===== config.mk =====
export PLATFORM = sky130hd
export DESIGN_NAME = cpu_hazard_ctrl
export DESIGN_NICKNAME = d
export VERILOG_FILES = /design/src/rtl/cpu_hazard_ctrl.sv
export SDC_FILE = /design/constraint.sdc
export NUM_CORES = 1
export LEC_CHECK = 0
export ABC_AREA = 1
export CAP_MARGIN = 25
export CORE_ASPECT_RATIO = 0.8
export CORE_MARGIN = 10
export CORE_UTILIZATION = 32
export DETAILED_ROUTE_END_ITERATION = 6
export GPL_TIMING_DRIVEN = 0
export PLACE_DENSITY = 0.75
export SETUP_SLACK_MARGIN = 0.2
export SYNTH_ARGS = -nofsm -noshare
export SYNTH_HDL_FRONTEND = slang
export SYNTH_SLANG_ARGS = --single-unit

===== constraint.sdc =====
create_clock -name clk -period 1.1 [get_ports clk]
set_input_delay 0.11 -clock clk [delete_from_list [all_inputs] [get_ports clk]]
set_output_delay 0.11 -clock clk [all_outputs]
set_load 0.03 [all_outputs]

===== src/rtl/cpu_hazard_ctrl.sv =====
// Load-use stall, branch/jump flush and decode-exception drain sequencing for the 5-stage MIPS core.
// Optional performance counters are enabled by defining CPU_HAZARD_PERF_CNT_EN.
module cpu_hazard_ctrl #(
    parameter int LOAD_STALL_CYCLES = 1,
    parameter int EXC_DRAIN_CYCLES  = 2
) (
    input  logic       clk,
    input  logic       rst,
    input  logic [5:0] id_opcode,
    input  logic [4:0] id_rs,
    input  logic [4:0] id_rt,
    input  logic       ex_memread,
    input  logic [4:0] ex_rt,
    input  logic       id_jump,
    input  logic       id_decode_exc,
    input  logic       mem_branch_taken,
    output logic       hazard_detected,
    output logic       pc_write,
    output logic       ifid_write,
    output logic       flush_ifid,
    output logic       flush_idex,
    output logic       flush_exmem,
    output logic       exc_redirect
`ifdef CPU_HAZARD_PERF_CNT_EN
    ,
    output logic [31:0] stall_cycles,
    output logic [15:0] flush_events
`endif
);

    typedef enum logic [1:0] {RUN, LD_STALL, EXC_DRAIN} state_t;

    localparam int LD_INIT_I = (LOAD_STALL_CYCLES > 1) ? LOAD_STALL_CYCLES - 2 : 0;
    localparam logic [2:0] LD_INIT  = 3'(LD_INIT_I);
    localparam logic [2:0] EXC_INIT = 3'(EXC_DRAIN_CYCLES - 1);

    state_t     state, next_state;
    logic [2:0] cnt, next_cnt;
    logic       lu;

    function automatic logic reads_rt(input logic [5:0] opcode);
        case (opcode)
            6'b000000, 6'b101011, 6'b000100: reads_rt = 1'b1;
            default:                         reads_rt = 1'b0;
        endcase
    endfunction

    assign lu = ex_memread && (ex_rt != 5'd0) &&
                ((ex_rt == id_rs) || ((ex_rt == id_rt) && reads_rt(id_opcode)));

    always_comb begin
        next_state      = state;
        next_cnt        = cnt;
        hazard_detected = 1'b0;
        pc_write        = 1'b1;
        ifid_write      = 1'b1;
        flush_ifid      = 1'b0;
        flush_idex      = 1'b0;
        flush_exmem     = 1'b0;
        exc_redirect    = 1'b0;
        if (rst) begin
            hazard_detected = 1'b1;
            pc_write        = 1'b0;
            ifid_write      = 1'b0;
            next_state      = RUN;
            next_cnt        = 3'd0;
        end else if (mem_branch_taken) begin
            // A resolved taken branch wins over everything and aborts any sequence in flight.
            flush_ifid  = 1'b1;
            flush_idex  = 1'b1;
            flush_exmem = 1'b1;
            next_state  = RUN;
            next_cnt    = 3'd0;
        end else begin
            case (state)
                RUN: begin
                    if (id_decode_exc) begin
                        // Decoder stays enabled here so it can report the exception.
                        exc_redirect = 1'b1;
                        flush_ifid   = 1'b1;
                        flush_idex   = 1'b1;
                        next_state   = EXC_DRAIN;
                        next_cnt     = EXC_INIT;
                    end else if (lu) begin
                        hazard_detected = 1'b1;
                        pc_write        = 1'b0;
                        ifid_write      = 1'b0;
                        if (LOAD_STALL_CYCLES > 1) begin
                            next_state = LD_STALL;
                            next_cnt   = LD_INIT;
                        end
                    end else if (id_jump) begin
                        flush_ifid = 1'b1;
                    end
                end
                LD_STALL: begin
                    hazard_detected = 1'b1;
                    pc_write        = 1'b0;
                    ifid_write      = 1'b0;
                    if (cnt == 3'd0) next_state = RUN;
                    else             next_cnt   = cnt - 3'd1;
                end
                EXC_DRAIN: begin
                    hazard_detected = 1'b1;
                    flush_ifid      = 1'b1;
                    if (cnt == 3'd0) next_state = RUN;
                    else             next_cnt   = cnt - 3'd1;
                end
                default: begin
                    next_state = RUN;
                    next_cnt   = 3'd0;
                end
            endcase
        end
    end

    always_ff @(posedge clk) begin
        if (rst) begin
            state <= RUN;
            cnt   <= 3'd0;
        end else begin
            state <= next_state;
            cnt   <= next_cnt;
        end
    end

`ifdef CPU_HAZARD_PERF_CNT_EN
    // Both counters saturate rather than wrap.
    always_ff @(posedge clk) begin
        if (rst) begin
            stall_cycles <= 32'd0;
            flush_events <= 16'd0;
        end else begin
            if (hazard_detected && (stall_cycles != '1))
                stall_cycles <= stall_cycles + 32'd1;
            if ((flush_exmem || exc_redirect) && (flush_events != '1))
                flush_events <= flush_events + 16'd1;
        end
    end
`endif

endmodule


### Yosys cells after proc, flatten, opt, wreduce, memory -nomap -nowiden

Index checks and enable logic that the tools add are counted.

* flip-flop bits (word level): 5
* bits in latches: 0
* RAM bits: 0
* ROM bits: 0
* bits of input ports: 27
* output and inout bits: 7
* word-level logic and storage cells: 56
* memories kept: 0

* $add $sub $neg: 1
* $mul: 0
* divide/modulo/power cells: 0
* $lt $le $gt $ge: 0
* eq/ne operators: 9
* shift operators: 0
* muxes and demuxes: 31
* bitwise operators: 0
* reductions and logical operators: 13

Operator list (number)
* 1-bit 2-to-1 mux: 22
* 5-bit == test: 2
* 6-bit by 3-bit == test with 1-bit output (second input constant): 1
* 6-bit == test (second input constant): 1
* 6-bit logical NOT: 1
* 3-bit 2-to-1 mux: 2
* 1-bit case mux with 2 select lines: 3
* 3-bit case mux with 2 select lines: 1
* 5-bit nonzero test: 1
* 2-bit 2-to-1 mux: 2
* 2-bit inequality test (second input constant): 2
* 2-bit case mux with 2 select lines: 1
* 2-bit AND reduction: 2
* 2-bit OR reduction: 2
* 1-bit logical AND: 3
* 3-bit logical NOT: 1
* 3-bit OR reduction: 1
* 3-bit by 1-bit subtractor with 3-bit output (second input constant): 1
* 2-bit by 1-bit == test with 1-bit output (second input constant): 1
* 2-bit == test (second input constant): 1
* 2-bit logical NOT: 1
* 2-bit by 1-bit inequality test with 1-bit output (second input constant): 1
* 1-bit logical OR: 1

### Logic depth before layout (Yosys ltp)

Gate-level depths: netlist of run 1.

* depth in word-level cells: 11
* gate-level depth with buffers: 10
* mapped depth without buffers: 9

### Worst setup path after synthesis of run 1

Ideal clock, no wire load.

* path kind: input to output
* from: input ex_rt[3]
* to: output flush_ifid
* data arrival time: 1.081 ns
* data required time: 0.990 ns
* slack: -0.091 ns
* stages: 7
* buffers on the path: 0
* cell sequence: inv_2 > nand3_1 > o31ai_1 > inv_1 > nand2_1 > nand2_1 > a21oi_1

* cells in the longest elaborated chain, start to end: 9
* elaborated cells between the ends (all ways): 12
* classes of those cells: eq/ne (2); mux (5); reduce/logical (5)

Ends and longest elaborated chain
* from (decl): RTL line 13 `input logic [4:0] ex_rt,`
* 5-bit == test: RTL line 49 `((ex_rt == id_rs) || ((ex_rt == id_rt) && reads_rt(id_opcode)));`
* 1-bit logical AND: RTL line 49
* 1-bit logical OR: RTL line 49
* 1-bit logical AND *: RTL line 48 `assign lu = ex_memread && (ex_rt != 5'd0) &&`
* 1-bit 2-to-1 mux *: RTL line 84 `end else if (lu) begin`
* 1-bit 2-to-1 mux *: RTL line 77 `if (id_decode_exc) begin`
* 1-bit case mux with 2 select lines *: RTL line 75 `case (state)`
* 1-bit 2-to-1 mux *: RTL line 67 `end else if (mem_branch_taken) begin`
* 1-bit 2-to-1 mux *: RTL line 61 `if (rst) begin`
* to (decl): RTL line 20 `output logic flush_ifid,`

Mark *: on every way between the ends. The rest lies on a longest branch, timed or not.

### Worst setup path in the final report of run 1

* from: input ex_rt[0]
* to: output pc_write

* cells in the longest elaborated chain, start to end: 9
* elaborated cells between the ends (all ways): 12
* classes of those cells: eq/ne (2); mux (5); reduce/logical (5)

Ends and longest elaborated chain
* 5-bit == test: RTL line 49
* 1-bit logical AND: RTL line 49
* 1-bit logical OR: RTL line 49
* 1-bit logical AND *: RTL line 48
* 1-bit 2-to-1 mux *: RTL line 84
* 1-bit 2-to-1 mux *: RTL line 77
* 1-bit case mux with 2 select lines *: RTL line 75
* 1-bit 2-to-1 mux *: RTL line 67
* 1-bit 2-to-1 mux *: RTL line 61
* to (decl): RTL line 18 `output logic pc_write,`

Marks and branches as above.

==> reports/qor.yml, run 1 <==
diodes: 0
clock-root-buffer: "clkbuf_4"
syn-num-nets: 128
synth_top_family_by_area: "simple AND/OR/NAND/NOR gates"
async_reset_ff_share_pct: 0
drc: 0
fin_skew_ns: 0.002457
synthTopCellsByCount: "nand2_1 (24), inv_1 (19), nor2_1 (17)"
ir_drop_uv: 450.1
dieArea_um2: 3702
synth_xor_area_share_pct: 6.588
crit_type: "input port to output pin"
synth_fa_ha_area_share_pct: 4.706
hold_viol_final: 0
synth_edf_count: 0
grt_overflow_total: 0
first_global_vias: 745
synth_compound_area_share_pct: 11.53
hp-class: "input port to register"
setup_tns_ns: -0.6981
grt_pass1_wl_um: 3215
synthMuxAreaShare_pct: 0
worstPathArrival_ns: 1.18
slew_viol_final: 0
first_pass_iters: 4
initial_core_util_pct: 33.36
required_ns: 0.99
maxCapViolations: 0
vias: 742
clock-sinks: 4
grt_setup_unrepaired: "yes"
synth_simple_gate_area_share_pct: 43.06
tightestPinTransition_ns: 0.2175
nets: 174
grt_max_degree: 7
setup_violations: 6
ys_types: 24
syn_area_per_cell_um2: 5.371
clock_latency_ns: 0.24
ys.flop_type: "dfxtp_1"
crit_start: "ex_rt[0]"
finalCritPeriodShare_pct: 117.0
die_y_um: 56.46
ys_top_cells_by_area: "nand2_1 (17%), dfxtp_1 (15%), inv_1 (13%)"
power_leakage_uw: 0.0005610
clkTransAtPathRegs_ns: 0.04
viasPerCell: 4.497
numCtsBuffers: 3
start_kind: "input port"
maxSlewHeadroom_pct: 85.39
cts_tree: "done"
drive_above_1_share_pct: 64.34
rows: 13
r2r_slack_ns: -0.08
crit_fanout: 4
wl_per_cell_um: 13.08
rr_worst_depth: 8
ys_seq_elements: 4
antenna_found_initial: 0
fin_ws_ns: -0.1871
dp.cells: 154
ios: 34
synth_top_area_cell: "nand2_1"
fin_util_pct: 71.04
netlist_area_um2: 531.8
die_w_um: 65.58
p_per_area_nw_per_um2: 627.7
core_region_area_um2: 1594
critPathCaptureType: "output pin"
ys_warn_count: 0
period_needed_ns: 1.287
ys_seq_area_share_pct: 15.06
fmax_mhz: 776.9
clock_path_buffers: 2
portBuffers: 33
r2r-end: "cnt[2]"
area_growth_pct: 112.9
drt-total-wl_um: 2158
gr-usage-all-layers_pct: 10.68
antenna_left: 0
yosysMostFrequentCell: "nand2_1"
hpwlAfterDp_um: 1599
syn_inst: 99
routabilityCongestion: 0.7951
status: "finished with violations"
reg2reg_from: "cnt[0]"
drtIter0Drc: 28
stdcell_count: 165
violations: "negative setup slack"
synth_top_area_share_pct: 16.94
cts_htree_levels: 1
worstSetupEndpoint: "pc_write"
[how the worst min path moves through the flow]
stage | startpoint | endpoint | depth (start not counted)
detailed placement | cnt[1] | cnt[1] | 2
CTS | mem_branch_taken | cnt[2] | 4
finish | mem_branch_taken | cnt[2] | 4
global route | mem_branch_taken | cnt[2] | 4
global placement | cnt[2] | cnt[2] | 1
floorplan | rst | flush_idex | 1
[metrics by stage]
stage	power, µW	cell area [µm²]	setup WS [ns]	hold WS, ns
2_1_floorplan	301.5	578.1	0.04945	0.2772
3_3_place_gp	457.0	935.9	-1.181	0.4474
3_5_place_dp	464.3	935.9	-1.222	0.4521
4_1_cts	680.1	1054	-0.1929	0.3268
5_1_grt	762.8	1132	-0.2669	0.3749
6_report	710.8	1132	-0.1871	0.3483
[layout by cell type, fill, tap and decap left out, drive strengths merged]
cell type / instances
clkdlybuf4s50: 1
a31oi: 1
nand2: 27
nand3b: 1
or2: 1
nand3: 4
xor2: 3
o21ai: 2
clkdlybuf4s15: 5
ha: 2
clkbuf: 4
dlygate4sd2: 2
dfxtp: 4
nor2: 18
inv: 24
o31ai: 1
buf: 33
clkinv: 1
nor3: 1
xnor2: 1
a21oi: 6
nand4: 1
[critical path, cell delays in order]
cell and delay [ns]:
buf_6 0.11, nand2_2 0.04, nand2_1 0.04, nor2_1 0.10, nand3_2 0.12, o21ai_4 0.20
nand4_1 0.10, nand2_1 0.08, inv_2 0.04, buf_6 0.10, buf_6 0.12
[state kept, by name, summed over array words and instances (netlist names)]
register,count
cnt,3
state,1
[layout make-up]
class | count | area [µm²]
Timing Repair Buffer | 41 | 385.4
Fill cell | 133 | 461.7
Buffer | 1 | 11.26
Multi-Input combinational cell | 69 | 489.2
Tap cell | 22 | 27.53
Clock buffer | 3 | 22.52
Sequential cell | 4 | 86.33
Inverter | 25 | 110.1
[logic make-up after synthesis]
family,after synthesis
compound gates,10
flops,4
simple gates,53
fa+ha+maj,2
buf+inv,26
xor+xnor,4
[what timing repair did]
| item | 4_1_cts | 5_1_grt |
|---|---|---|
| endpoints found under the setup margin | 11 | 11 |
| buffers inserted | 3 | 5 |
| gates resized for setup | 173 | 14 |
| pin swaps | 40 | 20 |
| endpoints found under the hold margin | 0 | 0 |
| hold buffers | 0 | 0 |
[power breakdown]
| part | switching (µW) | total, µW | internal (µW) |
|---|---|---|---|
| Combinational | 186 | 368 | 182 |
| Sequential | 4.10 | 153 | 149 |
| Clock | 67.7 | 190 | 123 |
| Total | 258 | 711 | 453 |
[metal layers]
metal | GRT usage [%] | part of all wire (%) | up-vias
met1 | 11.29 | 39 | 330
met5 | 0 | 0 | -
met3 | 2.574 | 5.7 | 0
li1 | - | - | 385
met2 | 20.58 | 56 | 27
met4 | 1.829 | 0 | 0
No activity file was read; power rests on OpenSTA's default activity.
==> run 2: changes to the inputs <==
--- a/config.mk
+++ b/config.mk
@@ -14,6 +14,7 @@
 export GPL_TIMING_DRIVEN = 0
 export PLACE_DENSITY = 0.75
 export SETUP_SLACK_MARGIN = 0.2
+export SKIP_LAST_GASP = 1
 export SYNTH_ARGS = -nofsm -noshare
 export SYNTH_HDL_FRONTEND = slang
 export SYNTH_SLANG_ARGS = --single-unit
==> run 2 against run 1 <==
- the flow still finishes with violations (negative setup slack)
- sequential cell count unchanged
- via count down 0.54%
- setup slack about the same
- register-to-register slack about the same
- final cell count unchanged
- critical endpoint unchanged
==> reports/qor.yml, run 2 (synthesized netlist as in run 1, its figures left out) <==
ff_latch_area_um2: 86.33  # unchanged
antenna_found_initial: 0  # unchanged
clock-root-buffer: "clkbuf_4"
maxCapViolations: 0  # unchanged
hpwlAfterDp_um: 1599  # unchanged
status: "finished with violations"
worstPathArrival_ns: 1.18  # about the same
slew_viol_final: 0  # unchanged
largest_reg_flops: 3  # unchanged
core_region_area_um2: 1594  # unchanged
dieArea_um2: 3702  # unchanged
period_needed_ns: 1.287  # +0.0002330 ns
p_total_uw: 709.7  # -0.15%
grt_overflow_total: 0  # unchanged
clock-sinks: 4  # unchanged
rr_worst_depth: 8  # unchanged
clock_latency_ns: 0.24  # about the same
top_register: "cnt"
fin_ws_ns: -0.1873  # -0.0002330 ns
viasPerCell: 4.473  # -0.54%
fin_skew_ns: 0.002692  # +0.0002351 ns
hold_buffers: 0  # unchanged
min_from: "mem_branch_taken"
diodes: 0  # unchanged
start_kind: "input port"
wl_per_cell_um: 13.03  # -0.37%
numCtsBuffers: 3  # unchanged
first_pass_iters: 4  # unchanged
fmax_mhz: 776.8  # about the same
place_ws_ns: -1.222  # unchanged
critPathCaptureType: "output pin"
drtIter0Drc: 30  # +7.1%
cts_tree: "done"
largestRegisters: "cnt x3, state x1"
grt_setup_unrepaired: "yes"
area_growth_pct: 112.5
holdPathEnd: "cnt[2]"
drive_above_1_share_pct: 63.64  # -0.70 points
violations: "negative setup slack"
layout_common_cells: "nand2_1 (16), buf_6 (15), nand2_2 (11), inv_1 (11)"
ios: 34  # unchanged
clock_path_buffers: 2  # unchanged
setup_violations: 6  # unchanged
ir_drop_uv: 448.6  # -0.35%
hold_viol_final: 0  # unchanged
required_ns: 0.99  # about the same
grt_max_degree: 7  # unchanged
crit_type: "input port to output pin"
initial_core_util_pct: 33.36  # unchanged
r2r-end: "cnt[2]"
maxSlewHeadroom_pct: 85.39  # unchanged
gr-usage-all-layers_pct: 10.68  # unchanged
clkTransAtPathRegs_ns: 0.04  # about the same
finalCritPeriodShare_pct: 117.0  # about the same
rows: 13  # unchanged
first_global_vias: 748  # +0.40%
portBuffers: 33  # unchanged
antenna_left: 0  # unchanged
reg2reg_from: "cnt[0]"
die_y_um: 56.46  # unchanged
layout_commonest_cell: "nand2_1"
r2r_slack_ns: -0.07  # about the same
routabilityCongestion: 0.7951  # unchanged
power_leakage_uw: 0.0005608  # about the same
multi_input_area_um2: 486.7  # -0.51%
vias: 738  # -0.54%
crit_fanout: 4  # unchanged
drc: 0  # unchanged
cts_htree_levels: 1  # unchanged
drt-total-wl_um: 2150  # -0.37%
whs_path_depth: 4  # unchanged
die_w_um: 65.58  # unchanged
p_per_area_nw_per_um2: 628.2  # about the same
tightestPinTransition_ns: 0.2175  # unchanged
nets: 174  # unchanged
hp-class: "input port to register"
grt_pass1_wl_um: 3222  # +0.22%
fillerInstances: 132  # -0.75%
run 2: cell counts in the layout (fill, tap and decap cells not counted):
Identical to the previous run, type by type.
run 2: how the worst max path moves through the flow:
| stage | startpoint | to | slack, ns | depth (start not counted) |
|---|---|---|---|---|
| floorplan | id_opcode[5] | pc_write | 0.05 | 10 |
| global placement | id_opcode[5] | hazard_detected | -1.18 | 10 |
| detailed placement | id_opcode[5] | hazard_detected | -1.22 | 10 |
| CTS | id_opcode[5] | pc_write | -0.20 | 12 |
| global route | ex_rt[4] | pc_write | -0.27 | 11 |
| finish | ex_rt[0] | pc_write | -0.19 | 11 |
run 2: cell type report:
| type | count | share of cell area [%] |
|---|---|---|
| Clock buffer | 3 | 1.993 |
| Multi-Input combinational cell | 69 | 43.08 |
| Inverter | 25 | 9.745 |
| Sequential cell | 4 | 7.641 |
| Buffer | 1 | 0.9967 |
| Tap cell | 22 | 2.436 |
| Timing Repair Buffer | 41 | 34.11 |
run 2: report_power, final:
part / switching (µW) / leakage [µW] / total, µW / internal (µW)
logic: 186 / 0.000513 / 367 / 181
registers: 4.10 / 0.0000341 / 153 / 149
clock network: 67.3 / 0.0000138 / 190 / 123
run 2: per-layer routing:
| layer | global-route usage [%] | part of all wire, % | vias to the layer above |
|---|---|---|---|
| met5 | 0 | 0 | - |
| met4 | 1.829 | 0 | 0 |
| met3 | 2.574 | 5.8 | 0 |
| met2 | 20.58 | 56 | 26 |
| met1 | 11.29 | 39 | 328 |
| li1 | - | - | 384 |
run 2: worst max-delay path, stage by stage:
cell	delay (ns)
buf_6	0.11
nand2_2	0.04
nand2_1	0.04
nor2_1	0.10
nand3_2	0.12
o21ai_4	0.20
nand4_1	0.10
nand2_1	0.08
inv_2	0.04
buf_6	0.10
buf_6	0.12
run 2: through the flow:
step	cell area (µm²)	setup TNS, ns	hold slack [ns]	util [%]	instances
6_report	1130	-0.6907	0.3508	70.88	165
5_1_grt	1130	-1.214	0.3749	70.88	165
4_1_cts	1044	-0.7418	0.3268	65.46	160
3_5_place_dp	935.9	-7.061	0.4521	58.71	154
3_3_place_gp	935.9	-6.888	0.4474	58.71	154
2_1_floorplan	578.1	0	0.2772	-	99
run 2: timing repair:
item	in CTS	in global routing
resized for setup	170	16
endpoints found under the setup margin	11	11
setup buffers	3	5
pin swaps	38	22
==> run 3: changes to the inputs <==
--- a/config.mk
+++ b/config.mk
@@ -8,11 +8,11 @@
 export ABC_AREA = 1
 export CAP_MARGIN = 25
 export CORE_ASPECT_RATIO = 0.8
-export CORE_MARGIN = 10
 export CORE_UTILIZATION = 32
 export DETAILED_ROUTE_END_ITERATION = 6
 export GPL_TIMING_DRIVEN = 0
 export PLACE_DENSITY = 0.75
+export REMOVE_ABC_BUFFERS = 1
 export SETUP_SLACK_MARGIN = 0.2
 export SKIP_LAST_GASP = 1
 export SYNTH_ARGS = -nofsm -noshare
==> run 3 against run 2 <==
- the flow still finishes with violations (negative setup slack)
- via count down 2.7%
- global-route usage up 11 points
- maximum frequency up 6.8%
- core utilization down 0.56 points
- final cell count down 4.2%
- first-iteration DRC count down 70%
- register-to-register slack about the same
- setup slack better by 0.082 ns
- largest cell class unchanged
- largest power group unchanged
==> reports/qor.yml, run 3 (synthesized netlist as in run 1, its figures left out) <==
drive_above_1_share_pct: 58.39  # -5.2 points
hold_viol_final: 0  # unchanged
antenna_left: 0  # unchanged
nets: 168  # -3.4%
cts_htree_levels: 1  # unchanged
fin_ws_ns: -0.1052  # +0.08210 ns
maxCapViolations: 0  # unchanged
drt-total-wl_um: 1651  # -23%
layout_common_cells: "nand2_1 (20), buf_6 (15), inv_1 (12)"
status: "finished with violations"
rows: 12  # -1
largestRegisters: "cnt x3, state x1"
finalCritPeriodShare_pct: 109.6  # -7.5 points
routabilityCongestion: 0.7512  # -5.5%
portBuffers: 33  # unchanged
rr_worst_depth: 7  # -1
drtIter0Drc: 9  # -70%
maxSlewHeadroom_pct: 81.55  # -3.8 points
vias: 718  # -2.7%
cts_tree: "done"
p_per_area_nw_per_um2: 649.9  # +3.5%
grt_pass1_wl_um: 2670  # -17%
clock-root-buffer: "clkbuf_4"
grt_overflow_total: 0  # unchanged
violations: "negative setup slack"
diodes: 0  # unchanged
gr-usage-all-layers_pct: 21.47  # +11 points
wl_per_cell_um: 10.45  # -20%
ios: 34  # unchanged
hpwlAfterDp_um: 1159  # -28%
antenna_found_initial: 0  # unchanged
largest_reg_flops: 3  # unchanged
critPathCaptureType: "output pin"
first_global_vias: 674  # -9.9%
whs_path_depth: 4  # unchanged
ir_drop_uv: 406.9  # -9.3%
core_region_area_um2: 1471  # -7.7%
crit_fanout: 3  # -1
start_kind: "input port"
clock_latency_ns: 0.24  # about the same
setup_violations: 8  # +2
dp.cells: 152  # -1.3%
numCtsBuffers: 3  # unchanged
top_register: "cnt"
power_leakage_uw: 0.0005276  # -5.9%
grt_setup_unrepaired: "yes"
crit_type: "input port to output pin"
die_y_um: 38.46  # -32%
grt_max_degree: 7  # unchanged
die_w_um: 47.58  # -27%
max_stage_delay_ns: 0.18  # -0.02 ns
layout_commonest_cell: "nand2_1"
first_pass_iters: 4  # unchanged
clkTransAtPathRegs_ns: 0.03  # about the same
dieArea_um2: 1830  # -51%
required_ns: 0.99  # about the same
crit_slowest_cell: "o21ai_2"
cp_cell_sequence: "buf_4, nand2_1, clkinv_1, nor2_2, nor2_2, nand2_1, o21ai_2, nand3_2, a21oi_2, buf_6"
clock-sinks: 4  # unchanged
viasPerCell: 4.544  # +1.6%
drc: 0  # unchanged
tightestPinTransition_ns: 0.2767  # +0.05917 ns
hp-class: "input port to register"
period_needed_ns: 1.205  # -0.08210 ns
p_total_uw: 672.5  # -5.3%
slew_viol_final: 0  # unchanged
fin_skew_ns: 0.009250  # +0.006558 ns
fillerInstances: 136  # +3.0%
area_growth_pct: 94.59
worstPathArrival_ns: 1.10  # -0.08 ns
clock_path_buffers: 2  # unchanged
fmax_mhz: 829.7  # +6.8%
stdcell_count: 158  # -4.2%
initial_core_util_pct: 36.14  # +2.8 points
-- run 3: changes by cell type in the layout (fill, tap and decap cells not counted), sizes merged --
| cell | change |
|---|---|
| clkdlybuf4s15 | -3 |
| clkbuf | +1 |
| buf | -6 |
| dlymetal6s2s | +1 |
| dlygate4sd2 | +1 |
-- run 3: timing repair --
action / in CTS / in global routing
buffers inserted: 2 / 1
gates resized for setup: 165 / 22
setup endpoints to repair: 11 / 11
hold buffers: 0 / 0
pin swaps: 36 / 23
-- run 3: routing by layer --
layer	vias up	track usage [%]	part of all wire (%)	wire length [µm]
met1	321	22.71	42	697
met4	0	8.333	1.0	17
li1	369	-	-	-
met5	-	0	0	0
met3	2	7.075	6.2	103
met2	26	38.70	50	832
-- run 3: cell type report --
type	count	area, µm²	share of cell area (%)
clock buffer	3	22.52	2.177
inverter	25	98.84	9.553
multi-input combinational	69	459.2	44.38
sequential	4	86.33	8.343
tap	21	26.28	2.539
timing repair buffer	36	341.6	33.01
-- run 3: report_power, final --
part           leakage, µW  internal (µW)  switching, µW
combinational     0.000480            161            167
sequential       0.0000341            149           4.34
clock            0.0000138            123           68.7
-- run 3: path summary, 6_finish.rpt --
| check | start | to | slack [ns] |
|---|---|---|---|
| worst min-delay path | mem_branch_taken | cnt[1] | 0.33 |
| worst min register to register | cnt[1] | cnt[1] | 0.48 |
| worst max-delay path | id_rt[1] | hazard_detected | -0.11 |
| worst max register to register | cnt[1] | cnt[1] | -0.08 |
-- run 3: critical path: cells and delay by family --
kind / cells / cell delay [ns]
simple gates: 5 / 0.34
compound gates: 2 / 0.33
buf+inv: 3 / 0.30
-- run 3: through the flow --
stage               setup TNS [ns]  setup slack, ns  cell area [µm²]  hold slack (ns)  util [%]
finish                     -0.6378          -0.1052             1035           0.3292     70.32
global route                -1.285          -0.1959             1035           0.3381     70.32
CTS                        -0.6027          -0.1213            957.2           0.3146     65.05
detailed placement          -6.290           -1.088            880.8           0.4571     59.86
global placement            -6.049           -1.049            880.8           0.4504     59.86
floorplan                  -0.1127         -0.09098            524.3           0.2921         -
